==> config.mk <==
export PLATFORM = sky130hd
export DESIGN_NAME = rupt_arbiter
export DESIGN_NICKNAME = d
export VERILOG_FILES = /design/src/rtl/rupt_arbiter.sv
export SDC_FILE = /design/constraint.sdc
export NUM_CORES = 1
export LEC_CHECK = 0
export CORE_MARGIN = 5
export CORE_UTILIZATION = 46
export DETAILED_ROUTE_END_ITERATION = 10
export GPL_TIMING_DRIVEN = 0
export MAX_ROUTING_LAYER = met4
export PLACE_DENSITY_LB_ADDON = 0.1
export SLEW_MARGIN = 20
export SYNTH_ARGS = -nofsm -noshare
export SYNTH_HDL_FRONTEND = slang
export SYNTH_SLANG_ARGS = --single-unit
export TNS_END_PERCENT = 5
==> constraint.sdc <==
create_clock -name SIM_CLK -period 3.95 [get_ports SIM_CLK]
set_input_delay 0.79 -clock SIM_CLK [delete_from_list [all_inputs] [get_ports SIM_CLK]]
set_output_delay 0.79 -clock SIM_CLK [all_outputs]
set_load 0.01 [all_outputs]
==> src/rtl/rupt_arbiter.sv <==
// rupt_arbiter: interrupt priority arbiter and sequencer for the instruction
// sequence register path. It captures request edges as pending bits, grants
// the highest-priority pending source (index 0 first) at an allowed
// instruction boundary, and holds interrupt-in-progress (IIP) until resume.
//
// Optional build macro: RUPT_LOCK_EN adds a lock watchdog that raises RLOCK
// after LOCK_LIMIT instruction boundaries spent inside one interrupt. Without
// the macro RLOCK is tied low, and the port list is the same in both builds.
//
// Sequencer handshake: the grant is requested by holding RUPTOR_n low in
// GRANT. KRPT is a one-cycle acknowledge that is honoured only in GRANT (it
// retires the pending bit and moves to SERVICE). RELPLS is a one-cycle resume
// pulse that is honoured only in SERVICE (it returns to IDLE). Either pulse
// arriving in any other state is dropped with no side effect.

module rupt_arbiter #(
    parameter int          NRUPT      = 10,
    parameter logic [11:0] VEC_BASE   = 12'o4000,
    parameter int          VEC_STRIDE = 4,
    parameter logic [15:0] LOCK_LIMIT = 16'd4096
) (
    input  logic             SIM_CLK,
    input  logic             SIM_RST,
    input  logic             GOJAM,
    input  logic             T12,
    input  logic             NISQ,
    input  logic             INHINT,
    input  logic             EXT,
    input  logic             OVNHRP,
    input  logic [NRUPT-1:0] RUPT_REQ,
    input  logic             KRPT,
    input  logic             RELPLS,
    output logic             RUPTOR_n,
    output logic             IIP,
    output logic [11:0]      RPTADDR,
    output logic [NRUPT-1:0] RPTSEL,
    output logic [NRUPT-1:0] PEND,
    output logic             RLOCK
);

    localparam int SW = (NRUPT > 1) ? $clog2(NRUPT) : 1;

    typedef enum logic [1:0] {
        ST_IDLE    = 2'd0,
        ST_GRANT   = 2'd1,
        ST_SERVICE = 2'd2
    } state_t;

    state_t           state_q, state_d;
    logic [NRUPT-1:0] req_prev_q, req_prev_d;
    logic [NRUPT-1:0] pend_q, pend_d;
    logic [SW-1:0]    sel_q, sel_d;

    logic [NRUPT-1:0] rise;
    logic [NRUPT-1:0] clr_mask;
    logic [NRUPT-1:0] sel_onehot;
    logic [SW-1:0]    pick_idx;
    logic [11:0]      vec_addr;
    logic             allow;
    logic             in_rupt;
    logic             to_idle;

    // Rising-edge detect on requests and the boundary qualification. allow
    // looks only at registered pending bits, so an edge landing on the same
    // cycle as T12 waits for the following boundary.
    always_comb begin
        rise  = RUPT_REQ & ~req_prev_q;
        allow = T12 & NISQ & ~INHINT & ~EXT & ~OVNHRP & (|pend_q);
    end

    // Fixed priority: the lowest set index of the pending register wins.
    always_comb begin
        pick_idx = '0;
        for (int i = NRUPT - 1; i >= 0; i--) begin
            if (pend_q[i]) begin
                pick_idx = SW'(i);
            end
        end
    end

    // One-hot decode of the frozen selection, shared by RPTSEL and PEND clear.
    always_comb begin
        sel_onehot = '0;
        for (int i = 0; i < NRUPT; i++) begin
            sel_onehot[i] = (sel_q == SW'(i));
        end
    end

    // Vector address of the selected source, wrapped to the 12-bit address.
    always_comb begin
        vec_addr = VEC_BASE + 12'(VEC_STRIDE) * 12'(sel_q);
    end

    // Sequencer next state; the selection is latched once and held until IDLE.
    always_comb begin
        state_d  = state_q;
        sel_d    = sel_q;
        clr_mask = '0;
        case (state_q)
            ST_IDLE: begin
                if (allow) begin
                    sel_d   = pick_idx;
                    state_d = ST_GRANT;
                end
            end
            ST_GRANT: begin
                if (KRPT) begin
                    clr_mask = sel_onehot;
                    state_d  = ST_SERVICE;
                end
            end
            ST_SERVICE: begin
                if (RELPLS) begin
                    state_d = ST_IDLE;
                end
            end
            default: begin
                state_d = ST_IDLE;
            end
        endcase
        if (GOJAM) begin
            state_d  = ST_IDLE;
            sel_d    = '0;
            clr_mask = '0;
        end
    end

    // Pending register: a new edge outranks a same-cycle acknowledge clear.
    always_comb begin
        req_prev_d = RUPT_REQ;
        pend_d     = (pend_q & ~clr_mask) | rise;
        if (GOJAM) begin
            req_prev_d = '0;
            pend_d     = '0;
        end
    end

    // Core state registers.
    always_ff @(posedge SIM_CLK or negedge SIM_RST) begin
        if (!SIM_RST) begin
            state_q    <= ST_IDLE;
            sel_q      <= '0;
            req_prev_q <= '0;
            pend_q     <= '0;
        end else begin
            state_q    <= state_d;
            sel_q      <= sel_d;
            req_prev_q <= req_prev_d;
            pend_q     <= pend_d;
        end
    end

    // Outputs decoded from the registered state; vector fields read zero in IDLE.
    always_comb begin
        in_rupt  = (state_q != ST_IDLE);
        to_idle  = in_rupt && (state_d == ST_IDLE);
        RUPTOR_n = (state_q != ST_GRANT);
        IIP      = in_rupt;
        RPTSEL   = in_rupt ? sel_onehot : '0;
        RPTADDR  = in_rupt ? vec_addr : 12'd0;
        PEND     = pend_q;
    end

`ifdef RUPT_LOCK_EN
    logic [15:0] lock_cnt_q, lock_cnt_d;
    logic        rlock_q, rlock_d;

    // Watchdog: count boundaries spent in an interrupt; the alarm is sticky
    // until GOJAM or reset even though the count restarts at every IDLE.
    always_comb begin
        lock_cnt_d = lock_cnt_q;
        rlock_d    = rlock_q;
        if (T12 && in_rupt && (lock_cnt_q != LOCK_LIMIT)) begin
            lock_cnt_d = lock_cnt_q + 16'd1;
            if ((lock_cnt_q + 16'd1) == LOCK_LIMIT) begin
                rlock_d = 1'b1;
            end
        end
        if (to_idle) begin
            lock_cnt_d = '0;
        end
        if (GOJAM) begin
            lock_cnt_d = '0;
            rlock_d    = 1'b0;
        end
    end

    // Watchdog registers.
    always_ff @(posedge SIM_CLK or negedge SIM_RST) begin
        if (!SIM_RST) begin
            lock_cnt_q <= '0;
            rlock_q    <= 1'b0;
        end else begin
            lock_cnt_q <= lock_cnt_d;
            rlock_q    <= rlock_d;
        end
    end

    assign RLOCK = rlock_q;
`else
    logic lock_unused;

    // No watchdog in this build; the limit and transition flag have no load.
    assign lock_unused = (^LOCK_LIMIT) ^ to_idle;
    assign RLOCK       = 1'b0;
`endif

endmodule

After elaboration in Yosys (flattened, before gate mapping)
Cells that the tools add are included.
- latch bits: 0
- memories: 0
- bits in registers: 26
- ROM bits: 0
- word-level logic and storage cells: 66
- input port bits: 20
- RAM bits: 0
- output and inout port bits: 35
- div/mod/pow operators: 0
- muxes and demuxes: 25
- order comparisons: 0
- eq/ne operators: 15
- $mul: 0
- $add $sub $neg: 1
- bitwise operators: 13
- reductions and logical operators: 8
- shift operators: 0
- operator list (operator ; number):
    $mux 10 ; 6
    $mux 4 ; 13
    $and 10x10->10 ; 2
    $not 10->10 ; 2
    $eq 4x3->1 const B ; 4
    $add 12x6->12 const A ; 1
    $mux 12 ; 1
    $or 10x10->10 ; 1
    $reduce_or 10->1 ; 1
    $ne 3x3->1 const B ; 3
    $eq 4x2->1 const B ; 2
    $eq 4x4->1 const B ; 2
    $mux 2 ; 4
    $pmux 2 s3 ; 1
    $reduce_bool 2->1 ; 3
    $and 1x1->1 ; 5
    $eq 4x1->1 const B ; 1
    $logic_not 4->1 ; 1
    $not 1->1 ; 3
    $reduce_and 3->1 ; 1
    $eq 2x1->1 const B ; 1
    $eq 2x2->1 const B ; 1
    $logic_not 2->1 ; 1
    $ne 2x1->1 const B ; 1
    $reduce_and 2->1 ; 1

Longest topological paths before layout
- depth after elaboration: 13
- gate-level depth with buffers: 5

Worst setup path after synthesis
Ideal clock, no wire load.
- path kind: register to output
- from: reg state_q[0]
- to: out RPTSEL[9]
- buffers on the path: 1
- path slack: 1.923 ns
- stages on the path, launching flop included: 5
- required time: 3.160 ns
- arrival: 1.237 ns
- path through: dfrtp_1 or2_2 clkbuf_1 nand2_1 nor3_1
- word-level cells in the longest chain between the ends: 2
- ends and longest elaborated chain (item ; line ; text):
    start, declared ; 49 ; state_t state_q, state_d;
    start signal, assigned ; 146 ; state_q <= state_d;
    $reduce_bool 2->1 ; 155 ; in_rupt = (state_q != ST_IDLE);
    via IIP ; 34 ; output logic IIP,
    $mux 10 ; 159 ; RPTSEL = in_rupt ? sel_onehot : '0;
    end, declared ; 36 ; output logic [NRUPT-1:0] RPTSEL,
The timed path passes the listed nets, and every way through them passes these cells.

Worst setup path after layout
- from: reg state_q[0]
- to: out RPTSEL[9]
- word-level cells in the longest chain between the ends: 2
- ends and longest elaborated chain (item ; line):
    $reduce_bool 2->1 ; 155
    $mux 10 ; 159
Every way passes these cells.

==> summary.md <==
| Metric | Value |
|---|---|
| Status | complete, no violations |
| Hold Crit Class | input port to asynchronous set/reset pin |
| DR WL/cell | 14.89 microns |
| Register area | 650.6 sq um |
| Worst Setup Start Kind | flip-flop |
| Clock Sinks | 26 |
| Fin crit share | 74.13% |
| Minimum clock period | 2.928 ns |
| H-tree depth | 1 |
| Fin. max-slew vios | 0 |
| Slew HR | 57.67% |
| Initial antenna violation count | 0 |
| Worst skew pair latency | 0.31 ns |
| Endpoints failing setup | 0 |
| Fin Hold WS | 0.4499 ns |
| VDD IR-drop max | 0.2229 mV |
| Post-CTS Setup Inserts | 0 |
| IO Pins | 55 |
| DR pass1 iterations | 4 |
| Final instance area | 1907 sq um |
| Clock Power Share | 22.4% |
| Hpwl dp | 2751 microns |
| Unrepaired setup endpoints after global routing | no |
| Internal power | 368.6 uW |
| Net Switching | 133.6 uW |
| R2R depth | 5 |
| Vias per cell | 5.430 |
| Data arrival, critical path | 2.14 ns |
| Yosys reg bits | 26 |
| Reg2Reg Capture Point | sel_q[0] |
| Die X | 64.65 microns |
| Post-CTS Hold Buffers | 0 |
| Worst-margin pin slew | 0.6265 ns |
| Worst path required time | 3.16 ns |
| Reg-to-Reg Start | state_q[1] |
| CTS tree | done |
| Gate Count Post-Synth | 151 |
| Number of diodes | 0 |
| Vias in the first global route | 1271 |
| Layout fillers | 239 |
| FF-to-FF setup slack | 2.01 ns |
| Clock skew | 0.001059 ns |
| Nets | 228 |
| Port Buffers | 45 |
| Initial DRC count | 54 |
| Vias after detailed routing | 1287 |
| Synth Warn # | 0 |
| Post-CTS sizing | 0 |
| Synth cell types | 30 |
| Clk slew on worst S/H paths | 0.14 ns |
| Share of cells above drive strength 1 | 9.709% |
| Power Dens Cells | 263.4 nW/um^2 |
| Die area | 4180 sq um |
| Max Fclk | 341.5 MHz |
| Seq/Total Area, Yosys | 47.36% |
| Drt total wl | 3529 microns |
| Crit path kind | flip-flop to primary output |
| FP Rows | 19 |
| Largest net degree at the start of global routing | 27 |
| Die Span Y | 64.65 microns |
| Worst Path Max Fanout | 8 |
| Clk buf depth | 2 |
| Post-Layout Cell Count | 237 |
| Clock root cell | clkbuf_4 |
| Sequential Power Share | 58.4% |
| Final core occ | 67.98% |
| First-pass GRT wire length | 5837 microns |
| Hold Vio Cnt, Final | 0 |
| Synthesized cell area | 1374 sq um |
| Core area | 2805 sq um |
| Final setup TNS | 0 ns |
| Initial Utilization | 48.97% |
| CP endpoint kind | primary output |
| All-layer global routing usage | 18.01% |
| Net Sw Frac | 26.61% |
| Area taken by multi-input logic gates | 633.1 sq um |
| Number of max-cap violations | 0 |
| Placer Congestion | 0.8463 |
| Dpl cells | 234 |
| Lkg Pwr | 0.0008107 uW |
| Final ANT Viol Nets | 0 |
| Grt ovf | 0 |
| DRC viols | 0 |
| Comb power frac | 19.2% |
| Placed Area | 1884 sq um |
| Num CTS Buffers | 3 |
| Avg Cell Area, Syn | 9.098 sq um |
| P&R area growth vs syn | 38.80% |
==> synth_stat cells (all sizes together) <==
| master | n | area, sq um |
|---|---|---|
| a2111oi | 1 | 8.760 |
| a21oi | 13 | 65.06 |
| a221oi | 2 | 17.52 |
| a31oi | 1 | 6.260 |
| a32o | 2 | 21.27 |
| and2 | 2 | 12.51 |
| buf | 9 | 67.56 |
| clkbuf | 7 | 26.28 |
| conb | 1 | 3.750 |
| dfrtp | 26 | 650.6 |
| inv | 6 | 22.52 |
| nand2 | 8 | 32.54 |
| nand2b | 14 | 87.58 |
| nand3 | 2 | 10.01 |
| nand3b | 3 | 22.52 |
| nand4bb | 1 | 11.26 |
| nor2 | 10 | 37.54 |
| nor2b | 12 | 75.07 |
| nor3 | 9 | 50.05 |
| nor4 | 1 | 6.260 |
| nor4b | 1 | 8.760 |
| nor4bb | 1 | 10.01 |
| o21ai | 11 | 55.05 |
| o31ai | 3 | 22.52 |
| or2 | 2 | 12.51 |
| or4 | 3 | 30.03 |
==> sequential cells by signal, summed over array words and instances (netlist names) <==
signal and count:
sel_q 4, PEND 10, state_q 2, req_prev_q 10
==> cells by family (layout without fill, tap and decap cells) <==
family / count (synthesis) / after routing / share of synthesized area (%)
and+or+nand+nor: 69 / 69 / 29.60
buffers and inverters: 22 / 70 / 8.470
other: 1 / 8 / 0.2730
AOI/OAI and AO/OA: 33 / 33 / 14.30
DFF: 26 / 26 / 47.36
==> worst max-delay path, stage by stage, from the launching register on <==
cell	delay (ns)
dfrtp_1	0.49
or2_2	0.15
clkbuf_1	0.26
nand2_1	0.16
nor3_1	0.20
clkdlybuf4s50_1	0.56
==> layout by cell type, fill, tap and decap left out, types with 2 or more instances in the layout <==
cell / netlist / final
clkdlybuf4s50_1: 0 / 44
dfrtp_1: 26 / 26
nand2b_1: 14 / 14
a21oi_1: 13 / 13
nor2b_1: 12 / 12
o21ai_0: 11 / 11
nor2_1: 10 / 10
buf_4: 9 / 9
nor3_1: 8 / 8
conb_1: 1 / 8
clkbuf_1: 7 / 7
nand2_1: 7 / 7
inv_1: 6 / 6
o31ai_1: 3 / 3
nand3b_1: 3 / 3
clkbuf_4: 0 / 3
or2_2: 2 / 2
nand3_1: 2 / 2
and2_1: 2 / 2
or4_4: 2 / 2
a221oi_1: 2 / 2
==> area by class of cell <==
class,instances,share of cell area (%)
sequential,26,34.12
multi-input combinational,110,33.20
timing repair buffer,45,23.36
buffer,16,4.921
tap,31,2.034
clock buffer,3,1.181
inverter,6,1.181
==> metrics by stage <==
stage | setup slack [ns] | power (uW)
6_report | 1.022 | 502.2
5_1_grt | 0.8200 | 530.0
4_1_cts | 1.028 | 504.1
3_5_place_dp | 1.376 | 395.0
3_3_place_gp | 1.347 | 392.5
2_1_floorplan | 1.923 | 342.3
==> power groups by stage <==
stage | combinational (uW) | sequential, uW | clock (uW)
2_1_floorplan | 44.6 | 298 | 0
3_3_place_gp | 95.1 | 297 | 0
3_5_place_dp | 96.9 | 298 | 0
4_1_cts | 97.1 | 293 | 114
5_1_grt | 106 | 295 | 130
6_report | 96.4 | 293 | 112
==> layer usage <==
metal / wire length (microns) / up-vias / track usage, %
met5: 0 / - / -
met4: 33 / 0 / 5.541
met3: 227 / 4 / 3.972
met2: 1794 / 47 / 29.64
met1: 1474 / 623 / 22.22
li1: - / 613 / -
==> how the worst max path moves through the flow <==
| stage | endpoint | start | cells past startpoint |
|---|---|---|---|
| 3_3_place_gp | PEND[5] | KRPT | 5 |
| 6_report | RPTSEL[9] | state_q[0] | 5 |
| 5_1_grt | RPTSEL[9] | state_q[0] | 5 |
| 4_1_cts | RPTSEL[9] | state_q[0] | 5 |
| 3_5_place_dp | PEND[9] | KRPT | 5 |
| 2_1_floorplan | RPTSEL[9] | state_q[0] | 4 |
Power figures use the tool's default switching activity.
